--- src/rtl/video_capture_pkg.sv ---
// Shared constants and helpers for the video_capture framebuffer writer:
// the reference raster timing, the FSM state encodings, the CRC-16-CCITT
// constants and the 3-3-2 pixel packing function.
package video_capture_pkg;

    // Reference raster: 320x240 active inside a 392x262 total.
    localparam int H_ACT = 320;
    localparam int V_ACT = 240;
    localparam int HFP   = 16;
    localparam int HS    = 32;
    localparam int HBP   = 24;
    localparam int VFP   = 3;
    localparam int VS    = 4;
    localparam int VBP   = 15;

    // Capture FSM encodings.
    localparam logic [1:0] ST_IDLE    = 2'd0;
    localparam logic [1:0] ST_ARMED   = 2'd1;
    localparam logic [1:0] ST_CAPTURE = 2'd2;

    // CRC-16-CCITT, MSB first.
    localparam logic [15:0] CRC_INIT = 16'hFFFF;
    localparam logic [15:0] CRC_POLY = 16'h1021;

    // Truncate 8-bit RGB to one RRRGGGBB byte.
    function automatic logic [7:0] pack332(input logic [7:0] r,
                                           input logic [7:0] g,
                                           input logic [7:0] b);
        return {r[7:5], g[7:5], b[7:6]};
    endfunction

endpackage

--- src/rtl/crc16_ccitt_byte.sv ---
// Combinational CRC-16-CCITT step: folds one byte, MSB first, into a running
// CRC. Used by video_capture only when VIDEO_CAPTURE_CRC_EN is defined.
module crc16_ccitt_byte
    import video_capture_pkg::*;
(
    input  logic [15:0] crc,
    input  logic [7:0]  data,
    output logic [15:0] crc_next
);

    // Eight unrolled shift/xor steps of the polynomial divider.
    always_comb begin
        // NOTE: crc_next is assigned before any conditional update, so every
        // path drives it and no latch can be inferred.
        crc_next = crc ^ {data, 8'h00};
        for (int i = 0; i < 8; i++) begin
            crc_next = crc_next[15] ? ((crc_next << 1) ^ CRC_POLY) : (crc_next << 1);
        end
    end

endmodule

--- src/rtl/video_capture.sv ---
// Framebuffer writer: samples an RGB raster on ce_pix strobes, writes each
// active pixel of a captured frame as a 3-3-2 byte to a dpram write port,
// measures line/frame geometry and reports lock.
// Optional feature macro: VIDEO_CAPTURE_CRC_EN adds frame_crc[15:0], a
// CRC-16-CCITT over the data bytes written in each frame.
module video_capture
    import video_capture_pkg::*;
#(
    parameter int H      = H_ACT,
    parameter int V      = V_ACT,
    parameter int ADDR_W = 17
) (
    input  logic              clk,
    input  logic              reset_n,
    input  logic              capture_en,
    input  logic              ce_pix,
    input  logic              de,
    input  logic              h_sync,
    input  logic              v_sync,
    input  logic [7:0]        r,
    input  logic [7:0]        g,
    input  logic [7:0]        b,
    output logic              wr,
    output logic [ADDR_W-1:0] addr,
    output logic [7:0]        data,
    output logic              frame_done,
    output logic              overflow,
    output logic [9:0]        meas_h,
    output logic [9:0]        meas_v,
    output logic              locked
`ifdef VIDEO_CAPTURE_CRC_EN
    ,
    output logic [15:0]       frame_crc
`endif
);

    // One extra bit so the write pointer can sit at H*V even when H*V == 2**ADDR_W.
    localparam logic [ADDR_W:0] FRAME_PIX = (ADDR_W+1)'(H * V);
    localparam logic [9:0]      H_EXP     = 10'(H);
    localparam logic [9:0]      V_EXP     = 10'(V);

    logic [1:0]      state;
    logic            vs_prev, de_prev;
    logic [ADDR_W:0] addr_next;
    logic [9:0]      h_cnt, v_cnt;
    logic [1:0]      match_cnt;

    logic            vs_rise, de_fall, frame_end, frame_start;
    logic            cap_active, do_write, ovf_hit, measuring;
    logic [ADDR_W:0] addr_base;
    logic [9:0]      h_inc, v_inc, meas_h_new, meas_v_new;
    logic [7:0]      pix_byte;

    // Horizontal sync and the dropped colour LSBs carry no information here.
    wire unused_ok = &{1'b0, h_sync, r[4:0], g[4:0], b[5:0]};

    // Event decode for the current clk; a frame boundary that restarts capture
    // rebases the address to 0 so a coincident active pixel lands at addr 0.
    always_comb begin
        vs_rise     = ce_pix & v_sync & ~vs_prev;
        de_fall     = ce_pix & ~de & de_prev;
        frame_end   = vs_rise & (state == ST_CAPTURE);
        frame_start = vs_rise & capture_en & ((state == ST_ARMED) | (state == ST_CAPTURE));
        cap_active  = ce_pix & (frame_start | ((state == ST_CAPTURE) & ~frame_end));
        addr_base   = frame_start ? '0 : addr_next;
        do_write    = cap_active & de & (addr_base < FRAME_PIX);
        ovf_hit     = cap_active & de & (addr_base >= FRAME_PIX);
        measuring   = ce_pix & (state != ST_IDLE);
        h_inc       = (h_cnt == 10'd1023) ? h_cnt : h_cnt + 10'd1;
        v_inc       = (v_cnt == 10'd1023) ? v_cnt : v_cnt + 10'd1;
        meas_h_new  = de_fall ? h_cnt : meas_h;
        meas_v_new  = de_fall ? v_inc : v_cnt;
        pix_byte    = pack332(r, g, b);
    end

    // Capture FSM: arm on capture_en, run frame-to-frame on v_sync edges.
    always_ff @(posedge clk or negedge reset_n) begin
        // NOTE: state registers use non-blocking assignment so every always_ff
        // sees the pre-edge value of its neighbours.
        if (!reset_n) begin
            state <= ST_IDLE;
        end else begin
            case (state)
                ST_IDLE:    if (capture_en) state <= ST_ARMED;
                ST_ARMED:   if (!capture_en) state <= ST_IDLE;
                            else if (vs_rise) state <= ST_CAPTURE;
                ST_CAPTURE: if (vs_rise && !capture_en) state <= ST_IDLE;
                default:    state <= ST_IDLE;
            endcase
        end
    end

    // Previous-sample registers for the v_sync and de edge detectors.
    always_ff @(posedge clk or negedge reset_n) begin
        if (!reset_n) begin
            vs_prev <= 1'b0;
            de_prev <= 1'b0;
        end else if (ce_pix) begin
            vs_prev <= v_sync;
            de_prev <= de;
        end
    end

    // Write path: one-clk wr strobe, bounded non-wrapping address, overflow flag.
    always_ff @(posedge clk or negedge reset_n) begin
        if (!reset_n) begin
            wr         <= 1'b0;
            addr       <= '0;
            data       <= '0;
            addr_next  <= '0;
            overflow   <= 1'b0;
            frame_done <= 1'b0;
        end else begin
            wr         <= do_write;
            frame_done <= frame_end;
            addr_next  <= addr_base + (ADDR_W+1)'(do_write);
            if (do_write) begin
                addr <= addr_base[ADDR_W-1:0];
                data <= pix_byte;
            end
            if (frame_start)  overflow <= 1'b0;
            else if (ovf_hit) overflow <= 1'b1;
        end
    end

    // Geometry measurement and lock qualification, active outside IDLE.
    always_ff @(posedge clk or negedge reset_n) begin
        if (!reset_n) begin
            h_cnt     <= '0;
            v_cnt     <= '0;
            meas_h    <= '0;
            meas_v    <= '0;
            match_cnt <= '0;
        end else if (measuring) begin
            if (de_fall) begin
                meas_h <= h_cnt;
                h_cnt  <= '0;
            end else if (de) begin
                h_cnt <= h_inc;
            end
            if (vs_rise) begin
                meas_v <= meas_v_new;
                v_cnt  <= '0;
                if (meas_h_new == H_EXP && meas_v_new == V_EXP)
                    match_cnt <= (match_cnt == 2'd2) ? 2'd2 : match_cnt + 2'd1;
                else
                    match_cnt <= '0;
            end else if (de_fall) begin
                v_cnt <= v_inc;
            end
        end
    end

    assign locked = (match_cnt == 2'd2);

`ifdef VIDEO_CAPTURE_CRC_EN
    logic [15:0] crc_run, crc_base, crc_step;

    assign crc_base = frame_start ? CRC_INIT : crc_run;

    crc16_ccitt_byte u_crc (
        .crc      (crc_base),
        .data     (pix_byte),
        .crc_next (crc_step)
    );

    // Running CRC over written bytes; latched into frame_crc as the frame closes.
    always_ff @(posedge clk or negedge reset_n) begin
        if (!reset_n) begin
            crc_run   <= CRC_INIT;
            frame_crc <= '0;
        end else begin
            crc_run <= do_write ? crc_step : crc_base;
            if (frame_end) frame_crc <= crc_run;
        end
    end
`endif

endmodule

--- config.mk ---
export PLATFORM = sky130hd
export DESIGN_NAME = video_capture
export DESIGN_NICKNAME = d
export VERILOG_FILES = /design/src/rtl/video_capture_pkg.sv /design/src/rtl/crc16_ccitt_byte.sv /design/src/rtl/video_capture.sv
export SDC_FILE = /design/constraint.sdc
export NUM_CORES = 1
export LEC_CHECK = 0
export ABC_AREA = 1
export CAP_MARGIN = 10
export CORE_MARGIN = 4
export CORE_UTILIZATION = 48
export DETAILED_ROUTE_END_ITERATION = 6
export MAX_ROUTING_LAYER = met4
export PLACE_DENSITY = 0.89
export SKIP_LAST_GASP = 1
export SYNTH_ARGS = -nofsm -noshare
export SYNTH_HDL_FRONTEND = slang
export SYNTH_SLANG_ARGS = --single-unit
--- constraint.sdc ---
create_clock -name clk -period 2.6 [get_ports clk]
set_input_delay 0.52 -clock clk [delete_from_list [all_inputs] [get_ports clk]]
set_output_delay 0.52 -clock clk [all_outputs]
set_load 0.02 [all_outputs]
Word level (Yosys, flattened, before mapping)
Cells that the tools add are included.

Bits of input ports: 31. Register bits: 92. Output and inout bits: 49.

Order comparisons: 2. Muxes and demuxes: 17. Equality and inequality tests: 11. Reductions and logical operators: 10. Bitwise logic cells: 18. Add/sub/neg operators: 4.

Operators by type and width (number): $mux W10 (7); $add A10 B1 Y10 const B (2); $eq A10 B10 Y1 const B (2); $add A18 B1 Y18 (1); $ge A18 B17 Y1 const B (1); $lt A18 B17 Y1 const B (1); $mux W18 (1); $and A1 B1 Y1 (13); $mux W2 (6); $eq A10 B8 Y1 const B (1); $eq A10 B9 Y1 const B (1); $pmux W2 S3 (1); $reduce_and A3 Y1 (2); $reduce_bool A2 Y1 (3); $eq A2 B2 Y1 const B (2); $ne A2 B2 Y1 const B (2); $ne A3 B3 Y1 const B (1); $not A1 Y1 (3); $add A2 B1 Y2 const B (1); $eq A2 B1 Y1 const B (1); $logic_and A1 B1 Y1 (2); $logic_not A2 Y1 (1); $mux W1 (2); $ne A2 B1 Y1 const B (1); other kinds (3) (4).

Depth between registers and ports, before layout
Gate-level depths: netlist (run 1).

Word-level depth: 11. Depth in mapped cells: 18. Depth with buffers taken out: 17.

Worst setup path before layout (run 1)
OpenSTA, ideal clock, no wires.

Path type: flip-flop to flip-flop. Start point: register state[0]. End point: register addr_next[10]. Clock period less this slack: 2643 ps. Stages on the path, launching flop included: 18. Path buffers: 1. Data arrival time: 2519 ps. Setup slack: -43 ps. Cells stage by stage: dfrtp_1 inv_1 ha_1 nand2_1 inv_1 nand2_4 nand2_4 nand2_2 a21oi_2 nand3_2 inv_2 buf_4 ha_1 ha_1 nand3_1 nor2_1 nand4_1 xor2_1.

Cells in the longest elaborated chain, start to end: 9. Elaborated cells on any way between the ends: 14. Classes of those cells: add/sub: 1; order compare: 1; eq/ne: 2; mux: 1; bitwise: 9.

RTL lines: from (decl) (line video_capture.sv:42) `logic [1:0] state;`; from (signal assigned) (line video_capture.sv:81) `state <= ST_IDLE;`; from (signal assigned) (line video_capture.sv:84) `ST_IDLE: if (capture_en) state <= ST_ARMED;`; from (signal assigned) (line video_capture.sv:85) `ST_ARMED: if (!capture_en) state <= ST_IDLE;`; branches (longest 7 deep; another with $lt A18 B17 Y1); $and A1 B1 Y1 * (line video_capture.sv:66) `do_write = cap_active & de & (addr_base < FRAME_PIX);`; via do_write (line video_capture.sv:49) `logic cap_active, do_write, ovf_hit, measuring;`; $add A18 B1 Y18 * (line video_capture.sv:116) `addr_next <= addr_base + (ADDR_W+1)'(do_write);`; to (signal assigned) (line video_capture.sv:116); to (decl) (line video_capture.sv:44) `logic [ADDR_W:0] addr_next;`.

Mark *: on every way through the listed nets, which the timed path passes. A chain may end at the register's enable or synchronous reset.

Final worst setup path (run 1)
Start point: register state[1]. End point: register addr_next[10].

Elaborated cells on any way between the ends: 14. Classes of those cells: add/sub: 1; order compare: 1; eq/ne: 2; mux: 1; bitwise: 9.

RTL lines: $eq A2 B1 Y1 / $eq A2 B2 Y1 (equally long branches) (line video_capture.sv:63) `frame_start = vs_rise & capture_en & ((state == ST_ARMED) | (state == ST_CAPTURE));`; $or A1 B1 Y1 * (line video_capture.sv:63); $and A1 B1 Y1 * (line video_capture.sv:63); $mux W18 * (line video_capture.sv:65) `addr_base = frame_start ? '0 : addr_next;`; via addr_base[0] (line video_capture.sv:50) `logic [ADDR_W:0] addr_base;`; $lt A18 B17 Y1 (line video_capture.sv:66); $and A1 B1 Y1 (line video_capture.sv:66); $add A18 B1 Y18 * (line video_capture.sv:116).

The timed path passes the listed nets; every way through them passes the cells marked *.

==> results.md, run 1 <==
* Status: complete, no violations
* Largest fanout on the critical path at 10
* Gate Count Post-Synth at about 550
* Max_slew headroom at 0.6096
* Row cnt at 35
* Synthesized area at between 4000 and 5000 um2
* Layout area overhead at 27.50%
* Routed vias at ~4000
* Fin crit share at 0.9526
* Via density at around 5.1
* Final instance area at just under 6000 um2
* CP required at about 2900 ps
* Netlist cell types at 33
* Post-route DRC violation count at 0
* Clk_lat worst skew at 360 ps
* Worst Hold Slack at 141.6 ps
* Detail Route Antenna Nets at 0
* RSZ-0062 raised after global routing: true
* CP Class: flop to flop
* Sequential fraction of the synthesis area at 0.5034
* Ratio of cells with drive above 1 in the final layout at 0.1371
* Longest Clk Path Bufs at 2
* Overall global routing resource usage at 0.2022
* Final WL at 10.60 mm
* Clock sinks at 92
* Mapped Nets at 589
* Max Cap Viol at 0
* Antenna violations before repair at 0
* Total CTS buffers at 9
* Syn avg cell area at 8.345 um2
* DRT iter0 DRCs at roughly 170
* Hold Buf Count CTS at 0
* Final hold viol count at 0
* P_leak at 2.693 nW
* I/O Buffers at between 60 and 70
* P per Cell Area at just under 900 nW/um2
* Fmax at slightly above 400 MHz
* TritonCTS clock tree: yes
* Core Region at between 9000 and 10000 um2
* Height of the die at between 100 and 150 um
* DP HPWL at 7.604 mm
* Pin count of the biggest net entering global routing at 53
* Slack of the critical path at 123.3 ps
* Clock Skew at around 7.2 ps
* Vias in the first global route at roughly 4000
* I/O Pins at 80
* Most frequent cells in the layout: nand2_1, dfrtp_1, inv_1, clkdlybuf4s50_1, nor2_1
* Yosys reg bits at 92
* Most area-hungry cell type in the Yosys netlist: dfrtp_1
* Die X-Extent at 105.6 um
* Synth area leaders: dfrtp_1, nand2_1, inv_1
* Starting Density at 0.4949
* Root buf cell: clkbuf_8
* Yosys Warn Count at 0
* Max Slew Vio Count at 0
* Clock-pin slew on the worst setup and hold paths at ~90 ps
* # setup viols final at 0
* Die Area at around 11000 um2
* Fin nets at 686
* Crit start category: flop
* Peak supply drop at 0.0006050 V
* Drt first pass iters at 7
* Tmin final at roughly 2500 ps
* Fin Setup TNS at 0 ps
* Pre-CTS setup slack at -348.1 ps
* H-tree depth at 3
* First-pass GRT wire length at ~18 mm
* Routed len/inst at approximately 14 um
* Area after DPL at between 5000 and 6000 um2
* Nature of the critical path endpoint: flop
* Yosys top cell area share at 0.5034
* Worst path arrival time at between 2000 and 3000 ps
* Slew @ Worst Pin at roughly 590 ps
* Fin util at 0.6310
* Hold Path Class: input pin to asynchronous set/reset pin
* Fillers at 760
* Total gr overflow at 0
* Antenna diodes at 0
* Final Wtd Congestion at 0.8806
* Leading cell type in the layout, fill and taps excluded: nand2_1
[where the power goes]
part	internal, mW	switching [mW]	total (mW)
registers	1.84	0.302	2.14
clock network	0.518	0.497	1.02
logic	0.879	1.16	2.04
[kinds of logic after synthesis]
family                     share of synthesized area
and+or+nand+nor                               0.2654
xor gates and xnor gates                     0.04405
DFF                                           0.5034
adders and majority gates                    0.02736
AOI/OAI and AO/OA                            0.08235
buffers and inverters                        0.07742
[synth_stat cells (all sizes together)]
cell type	n
dfrtp	92
clkinv	1
ha	10
clkbuf	4
inv	63
xor2	17
nand4	10
o221ai	1
a21oi	6
nand3	44
buf	12
nor2	52
xnor2	6
nor3	9
nand3b	2
o22ai	9
o21ai	51
nand2	159
[path summary, 6_finish.rpt]
check / end / slack (ps) / from / cells after the start
setup reg to reg: addr_next[10] / 120 / state[1] / 15
hold reg to reg: data[5] / 480 / data[5] / 2
min in group clk: data[5] / 480 / data[5] / 2
setup / recovery: addr_next[10] / 120 / state[1] / 15
max in group asynchronous: data[5] / 1810 / reset_n / 2
hold / removal: meas_h[4] / 140 / reset_n / 1
[registers in the layout, summed over array words and instances, names as in the netlist]
name        flops
addr_next      18
addr           17
h_cnt          10
meas_h         10
meas_v         10
v_cnt          10
data            8
match_cnt       2
state           2
de_prev         1
frame_done      1
overflow        1
vs_prev         1
wr              1
[critical path: stages, from the launching register on]
cell,delay (ps)
dfrtp_1,380
inv_1,70
ha_1,280
nand2_1,110
inv_2,70
nand2_4,100
buf_4,120
buf_4,160
nand2_1,90
inv_1,90
ha_2,210
ha_4,160
nand3_4,120
nor2_4,140
nand4_1,110
xor2_1,150
[area by class of cell]
class | count | area, um2 | area share
multi-input combinational | 377 | 1976 | 0.3388
tap | 129 | 161.4 | 0.02768
clock buffer | 12 | 165.2 | 0.02833
clock inverter | 3 | 45.04 | 0.007725
inverter | 64 | 240.2 | 0.04120
sequential | 92 | 2302 | 0.3949
timing repair buffer | 101 | 940.9 | 0.1614
[metrics by stage]
step                      power, mW  std cells
after floorplan               3.293        548
after global routing          5.537        778
after CTS                     5.203        774
after detailed placement      4.166        759
after global placement        4.066        759
final                         5.193        778
[per-layer routing]
layer / part of all wire / GRT usage / vias up
met2: 0.52 / 0.3484 / 122
met4: 0.016 / 0.06475 / 0
met3: 0.053 / 0.05573 / 21
met5: 0 / - / -
li1: - / - / 1947
met1: 0.41 / 0.2288 / 1890
[repair_timing]
action / in CTS / in global routing
endpoints found under the setup margin: 4 / 12
gates resized for setup: 2 / 8
pin swaps: 0 / 4
gates cloned: 0 / 1
setup buffers: 0 / 3
Power figures use the tool's default switching activity.
==> inputs of run 2 (changes only) <==
--- a/config.mk
+++ b/config.mk
@@ -12,6 +12,7 @@
 export DETAILED_ROUTE_END_ITERATION = 6
 export MAX_ROUTING_LAYER = met4
 export PLACE_DENSITY = 0.89
+export SKIP_CTS_REPAIR_TIMING = 1
 export SKIP_LAST_GASP = 1
 export SYNTH_ARGS = -nofsm -noshare
 export SYNTH_HDL_FRONTEND = slang
==> results.md, run 2 (synthesis gave the netlist of run 1 again) <==
* Max Slew Vio Count at 0 (unchanged)
* Final hold viol count at 0 (unchanged)
* RSZ-0062 raised after global routing: true (unchanged)
* Biggest register: addr_next (unchanged)
* Max reg flops at 18 (unchanged)
* Ratio of cells with drive above 1 in the final layout at 0.1371 (unchanged)
* Placed cells at 759 (unchanged)
* Die Area at 11150 um2 (unchanged)
* Non-Filler Instances at 778 (unchanged)
* Final WL at 10.54 mm (was 10.60 mm)
* Clock sinks at 92 (unchanged)
* Root buf cell: clkbuf_8 (unchanged)
* Multi-input gate area at 1976 um2 (unchanged)
* Post-route DRC violation count at 0 (unchanged)
* Status: complete, no violations (unchanged)
* Worst path arrival time at 2720 ps (was 2730 ps)
* Pin count of the biggest net entering global routing at 53 (unchanged)
* Most frequent cells in the layout: nand2_1, dfrtp_1, inv_1, clkdlybuf4s50_1, nor2_1 (unchanged)
* Clock Skew at 6.688 ps (was 7.221 ps)
* Hold Path Class: input pin to asynchronous set/reset pin (unchanged)
* Clock-pin slew on the worst setup and hold paths at 90 ps (about the same)
* Final instance area at 5831 um2 (unchanged)
* Met1 GRT Util at 0.2276 (was 0.2288)
* Area after DPL at 5552 um2 (unchanged)
* Tmin final at 2474 ps (was 2477 ps)
* Fin crit share at 0.9516 (was 0.9526)
* DP HPWL at 7.604 mm (unchanged)
* Layout area overhead at 27.50% (unchanged)
* DRT iter0 DRCs at 162 (was 168)
* Met3 track demand over resource at 0.05634 (was 0.05573)
* Overall global routing resource usage at 0.2020 (was 0.2022)
* CP startpoint: state[1] (unchanged)
* Register area at 2302 um2 (unchanged)
* P_leak at 2.693 nW (unchanged)
* Detail Route Antenna Nets at 0 (unchanged)
* I/O Pins at 80 (unchanged)
* R2R cell count at 15 (unchanged)
* First-pass GRT wire length at 18.02 mm (was 18.03 mm)
* P per Cell Area at 889.8 nW/um2 (was 890.6 nW/um2)
* Fillers at 764 (was 760)
* Vias in the first global route at 4008 (was 3996)
* Height of the die at 105.6 um (unchanged)
* Core Region at 9240 um2 (unchanged)
* CP required at 2850 ps (about the same)
* CP Class: flop to flop (unchanged)
* Row cnt at 35 (unchanged)
* Total gr overflow at 0 (unchanged)
* Leading cell type in the layout, fill and taps excluded: nand2_1 (unchanged)
* Drt first pass iters at 5 (was 7)
* Total CTS buffers at 9 (unchanged)
* Clk_lat worst skew at 350 ps (was 360 ps)
* Max_slew headroom at 0.6092 (was 0.6096)
* Antenna violations before repair at 0 (unchanged)
* Fmax at 404.2 MHz (was 403.8 MHz)
* Routed len/inst at 13.55 um (was 13.62 um)
* Routed vias at 3951 (was 3980)
* Starting Density at 0.4949 (unchanged)
* Max Cap Viol at 0 (unchanged)
* H-tree depth at 3 (unchanged)
* Largest fanout on the critical path at 10 (unchanged)
* Fin util at 0.6310 (unchanged)
* Crit start category: flop (unchanged)
* Via density at 5.078 (was 5.116)
* # setup viols final at 0 (unchanged)
* GR Layer Usage met2 at 0.3470 (was 0.3484)
* Worst reg2reg path endpoint: addr_next[10] (unchanged)
* Fin Setup TNS at 0 ps (unchanged)
* Nature of the critical path endpoint: flop (unchanged)
* Fin nets at 686 (unchanged)
* Final Wtd Congestion at 0.8806 (unchanged)
* Global routing's busiest layer: met2 (unchanged)
* TritonCTS clock tree: yes (unchanged)
* I/O Buffers at 62 (unchanged)
* Longest Clk Path Bufs at 2 (unchanged)
* Peak supply drop at 0.0006047 V (was 0.0006050 V)
* Slew @ Worst Pin at 585.6 ps (was 585.0 ps)
* FF-to-FF Start: state[1] (unchanged)
* R2R setup slack at 130 ps (was 120 ps)
* Largest regs: addr_next (18), addr (17) (unchanged)
* Worst Hold Slack at 138.9 ps (was 141.6 ps)
* Antenna diodes at 0 (unchanged)
* Die X-Extent at 105.6 um (unchanged)
run 2: through the flow:
step / setup slack [ps] / total power, mW
global placement: -285.2 / 4.066
global route: -22.36 / 5.539
CTS: -55.13 / 5.193
floorplan: 4.875 / 3.293
finish: 125.8 / 5.188
detailed placement: -348.1 / 4.166
run 2: worst max-delay path by stage:
stage | end | cells past startpoint
floorplan | addr_next[10] | 17
CTS | addr_next[14] | 17
global placement | addr_next[10] | 15
finish | addr_next[10] | 15
detailed placement | addr_next[10] | 15
global route | addr_next[14] | 17
run 2: critical path, cell delays in order (launching register included):
cell     delay, ps
dfrtp_1        380
inv_1           70
ha_1           280
nand2_1        110
inv_2           70
nand2_4        110
buf_4          130
buf_4          160
nand2_1         90
inv_1           90
ha_2           210
ha_4           160
nand3_4        120
nor2_4         130
nand4_1        100
xor2_1         150
run 2: cell type report:
cell class / instances / share of cell area
Sequential cell: 92 / 0.3949
Multi-Input combinational cell: 377 / 0.3388
Timing Repair Buffer: 101 / 0.1614
Inverter: 64 / 0.04120
Clock buffer: 12 / 0.02833
Tap cell: 129 / 0.02768
Clock inverter: 3 / 0.007725
run 2: layer usage:
metal	vias up	wire (um)
met5	-	0
met4	0	187
met3	20	543
met2	120	5462
met1	1863	4346
li1	1948	-
run 2: where the power goes:
| part | switching [mW] | internal (mW) | leakage [nW] |
|---|---|---|---|
| Clock | 0.493 | 0.518 | 0.101 |
| Combinational | 1.16 | 0.881 | 1.35 |
| Sequential | 0.300 | 1.84 | 1.24 |
| Total | 1.95 | 3.24 | 2.69 |
